--- src/rtl/prog_seq_core.sv ---
// Program sequencer core: computes the next program-memory fetch address each
// clock from the decoder's control strobes, with a small LIFO return stack
// for call/ret and sticky overflow/underflow flags.
module prog_seq_core #(
    parameter int ADDR_W      = 4,
    parameter int STACK_DEPTH = 4
) (
    input  logic                             clk,
    input  logic                             reset,
    input  logic                             sync_reset,
    input  logic                             jmp,
    input  logic                             jmp_nz,
    input  logic                             dont_jmp,
    input  logic [ADDR_W-1:0]                jmp_addr,
    input  logic                             call,
    input  logic                             ret,
    output logic [ADDR_W-1:0]                pm_addr,
    output logic                             jmp_taken,
    output logic [$clog2(STACK_DEPTH):0]     stack_cnt,
    output logic                             stack_ovf,
    output logic                             stack_unf
);

    localparam int PTR_W = $clog2(STACK_DEPTH);
    localparam int CNT_W = PTR_W + 1;

    logic [ADDR_W-1:0] pc_q, pc_d;
    logic              jt_q, jt_d;
    logic [CNT_W-1:0]  cnt_q, cnt_d;
    logic              ovf_q, ovf_d;
    logic              unf_q, unf_d;

    logic [ADDR_W-1:0] stack_mem [STACK_DEPTH];

    logic [ADDR_W-1:0] pc_inc;
    logic              stack_full;
    logic              stack_empty;
    logic              push_en;
    logic [PTR_W-1:0]  wr_idx;
    logic [PTR_W-1:0]  top_idx;

    assign pc_inc      = pc_q + ADDR_W'(1);
    assign stack_full  = (cnt_q == CNT_W'(STACK_DEPTH));
    assign stack_empty = (cnt_q == '0);
    // When not full the count is below STACK_DEPTH, so its low bits index the
    // next free slot; the top entry sits one below that.
    assign wr_idx      = cnt_q[PTR_W-1:0];
    assign top_idx     = PTR_W'(cnt_q - CNT_W'(1));

    // Next-state selection: exactly one action per edge, highest priority wins.
    always_comb begin
        pc_d    = pc_inc;
        jt_d    = 1'b0;
        cnt_d   = cnt_q;
        ovf_d   = ovf_q;
        unf_d   = unf_q;
        push_en = 1'b0;
        if (sync_reset) begin
            pc_d  = '0;
            cnt_d = '0;
            ovf_d = 1'b0;
            unf_d = 1'b0;
        end else if (jmp) begin
            pc_d = jmp_addr;
            jt_d = 1'b1;
        end else if (call) begin
            pc_d = jmp_addr;
            jt_d = 1'b1;
            if (stack_full) begin
                ovf_d = 1'b1;
            end else begin
                push_en = 1'b1;
                cnt_d   = cnt_q + CNT_W'(1);
            end
        end else if (ret) begin
            if (stack_empty) begin
                unf_d = 1'b1;
            end else begin
                pc_d  = stack_mem[top_idx];
                cnt_d = cnt_q - CNT_W'(1);
                jt_d  = 1'b1;
            end
        end else if (jmp_nz && !dont_jmp) begin
            pc_d = jmp_addr;
            jt_d = 1'b1;
        end
    end

    // Control state register; async reset forces outputs without a clock edge.
    always_ff @(posedge clk or posedge reset) begin
        if (reset) begin
            pc_q  <= '0;
            jt_q  <= 1'b0;
            cnt_q <= '0;
            ovf_q <= 1'b0;
            unf_q <= 1'b0;
        end else begin
            pc_q  <= pc_d;
            jt_q  <= jt_d;
            cnt_q <= cnt_d;
            ovf_q <= ovf_d;
            unf_q <= unf_d;
        end
    end

    // Return-address storage; contents are meaningless until pushed, so no reset.
    always_ff @(posedge clk) begin
        if (push_en) begin
            stack_mem[wr_idx] <= pc_inc;
        end
    end

    assign pm_addr   = pc_q;
    assign jmp_taken = jt_q;
    assign stack_cnt = cnt_q;
    assign stack_ovf = ovf_q;
    assign stack_unf = unf_q;

endmodule

--- config.mk ---
export PLATFORM = sky130hd
export DESIGN_NAME = prog_seq_core
export DESIGN_NICKNAME = d
export VERILOG_FILES = /design/src/rtl/prog_seq_core.sv
export SDC_FILE = /design/constraint.sdc
export NUM_CORES = 1
export LEC_CHECK = 0
export ABC_CLOCK_PERIOD_IN_PS = 2200
export BUFFER_PORTS_ARGS = -buffer_cell sky130_fd_sc_hd__buf_2
export CAP_MARGIN = 0
export CELL_PAD_IN_SITES_DETAIL_PLACEMENT = 1
export CELL_PAD_IN_SITES_GLOBAL_PLACEMENT = 2
export CORE_UTILIZATION = 37
export DETAILED_ROUTE_END_ITERATION = 6
export GPL_TIMING_DRIVEN = 1
export PLACE_DENSITY = 0.77
export SETUP_SLACK_MARGIN = 0.15
export SLEW_MARGIN = 20
export SYNTH_ARGS = -nofsm -noshare
export SYNTH_HDL_FRONTEND = slang
export SYNTH_SLANG_ARGS = --single-unit
--- constraint.sdc ---
create_clock -name clk -period 2.2 [get_ports clk]
set_clock_uncertainty 0.1 [all_clocks]
set_input_delay 0.44 -clock clk [delete_from_list [all_inputs] [get_ports clk]]
set_output_delay 0.44 -clock clk [all_outputs]
set_load 0.01 [all_outputs]
==> out/metrics.yaml <==
syn_inst: 94
outcome: "finished, violations left"
ys_seq_area_share_pct: 57.82
synth_seq_cells: 26
dp_hpwl_mm: 2.155
cp_top_family: "simple AND/OR/NAND/NOR gates"
die_y_um: 60.44
worstPathArrival_ns: 2.02
grt_pass1_wl_mm: 4.436
r2r_setup_slack_ns: 0.25
path_cells: "inv_1 > ha_2 > nand2b_4 > and3_2 > nor2b_1 > a2111oi_1"
grt_max_degree: 15
placed_cells: 157
slowest_delay_ns: 0.44
layout_min_cycle_time_ns: 1.951
cts_num_sinks: 26
ys.flop_type: "edfxtp_1"
post_cts_resized: 0
num_rows: 20
max_freq_ghz: 0.5125
critical_path_class: "flop to flop"
drt_iter0_drc: 15
portBuffers: 21
power.share.clock_pct: 21.3
drive_gt1_share_pct: 29.91
critPathSlowestCell: "dfrtp_1"
p_per_area_nw_per_um2: 649.5
final_cells: 161
wl_per_cell_um: 17.01
wirelength_mm: 2.739
r2r-end: "pm_addr[3]"
cts_setup_buffers: 0
path_depth: 6
worst_ir_drop_vdd_uv: 286.1
htreeDepth: 1
crit_path_start_kind: "flop"
r2r_cells: 6
drc: 0
start_util_pct: 40.08
die_area_sq_um: 3653
hold_class: "input port to async pin"
finalCritPeriodShare_pct: 88.69
dieWidth_um: 60.44
antenna_found_initial: 0
worstSkewPairLatency_ns: 0.30
tns_ns: 0
cts_tree: "yes"
max-slew-margin-rel_pct: 69.79
hold_viol: 10
slew_viol_final: 0
cts_buffers: 3
p_seq_share_pct: 59.6
cp_num_buf_inv: 1
grt_overflow: 0
area.growth.synth_to_final_pct: 13.96
critPathLaunch: "stack_cnt[1]"
rr_startpoint: "stack_cnt[1]"
crit_path_end_kind: "flop"
synth_area_per_cell_sq_um: 13.44
viasPerCell: 5.068
cts_max_path_buffers: 2
antenna_cells: 0
syn_nets: 112
cts_root_buf: "clkbuf_4"
setup_viol: 0
firstDrtPassIters: 4
ys_types: 30
clkTransAtPathRegs_ns: 0.13
p_leak_nw: 0.5835
required_ns: 2.27
holdBufCountCts: 0
failed_checks: "negative hold slack"
p_int_w: 0.0006892
drv_cap: 0
rsz0062_at_grt: "false"
p_comb_share_pct: 19.1
p_sw_share_pct: 26.32
p_sw_w: 0.0002462
crit_path_max_fanout: 7
place.gp.congestion: 0.7488
num_vias: 816
ys_warn_count: 0
whs_ns: -0.007515
crit_path_end: "pm_addr[3]"
synth_edf_count: 16
tightest_slew_ns: 0.4514
async_reset_ff_share_pct: 38.46
track_usage_pct: 17.22
pin_count: 22
nets: 136
antenna_left: 0
grt_pass1_vias: 882
syn_area_sq_um: 1264
core_sq_um: 3153
-- cell type report --
type / count / area, sq um
Clock buffer: 4 / 26.28
Sequential cell: 26 / 730.7
Multi-Input combinational cell: 60 / 496.7
Tap cell: 44 / 55.05
Fill cell: 357 / 1713
Timing Repair Buffer: 22 / 112.6
Inverter: 5 / 18.77
-- layer usage --
layer  wire (um)  global-route usage, %  vias to the layer above
met4          14                  3.896                        0
li1            -                      -                      390
met2        1436                  31.08                       19
met1        1207                  22.27                      405
met5           0                      0                        -
met3          81                  1.919                        2
-- synthesized netlist by cell type (2+ instances only) --
| cell | n | area share, % |
|---|---|---|
| xor2_1 | 2 | 1.4 |
| o21ai_0 | 2 | 0.79 |
| a21oi_1 | 8 | 3.2 |
| nand3_1 | 3 | 1.2 |
| nand2b_1 | 3 | 1.5 |
| and2_1 | 3 | 1.5 |
| ha_1 | 6 | 5.9 |
| edfxtp_1 | 16 | 38 |
| dfrtp_1 | 10 | 20 |
| or3_1 | 2 | 0.99 |
| nor2b_1 | 2 | 0.99 |
| nor2_1 | 5 | 1.5 |
| inv_1 | 5 | 1.5 |
| mux2i_1 | 2 | 1.6 |
| nand2_1 | 4 | 1.2 |
| a31oi_1 | 4 | 2.0 |
| mux4_2 | 4 | 7.1 |
-- how the worst min path moves through the flow --
stage | startpoint | endpoint | slack, ns | cells after the start
finish | reset | pm_addr[2] | -0.008 | 2
global route | reset | pm_addr[2] | 0.01 | 2
CTS | reset | pm_addr[2] | 0.0001 | 2
floorplan | reset | jmp_taken | 0.18 | 1
detailed placement | reset | jmp_taken | 0.36 | 2
global placement | reset | jmp_taken | 0.35 | 2
-- power groups by stage --
stage,logic [W],registers [W],clock network (W)
finish,0.000179,0.000557,0.000200
global route,0.000202,0.000560,0.000237
CTS,0.000181,0.000558,0.000216
detailed placement,0.000180,0.000568,0
global placement,0.000176,0.000567,0
floorplan,0.000113,0.000572,0
-- sequential cells by signal, summed over array words and instances, names as in the netlist --
register	count
pm_addr	4
jmp_taken	1
stack_ovf	1
stack_unf	1
stack_cnt	3
stack_mem	16
-- cells in the final DEF (no fill, tap or decap), types with 2 or more instances in the layout --
master,instances
buf_2,21
edfxtp_1,16
dfrtp_1,10
a21oi_1,8
nor2_1,5
inv_1,5
ha_1,5
a31oi_1,4
mux4_2,4
nand2_1,4
nand3_1,3
nand2b_1,3
and2_1,3
clkbuf_4,3
nor2b_1,2
mux2i_1,2
xor2_1,2
o21ai_0,2
or3_1,2
-- logic make-up after synthesis --
kind of cell / share of synthesized area [%]
simple gates: 12.97
xor+xnor: 2.080
compound gates: 9.406
flops: 57.82
buf+inv: 3.069
fa+ha+maj: 5.940
mux: 8.713
-- stage by stage --
step	area, sq um	hold WS [ns]	setup slack, ns	power, W	util (%)
6_report	1440	-0.007515	0.2488	0.0009354	45.67
5_1_grt	1440	0.01319	0.2156	0.0009984	45.67
4_1_cts	1438	0.0001417	0.2000	0.0009544	45.60
3_5_place_dp	1411	0.3573	0.2242	0.0007480	44.76
3_3_place_gp	1411	0.3473	0.3390	0.0007430	44.76
2_1_floorplan	1264	0.1802	0.1520	0.0006847	-
Power figures use the tool's default switching activity.
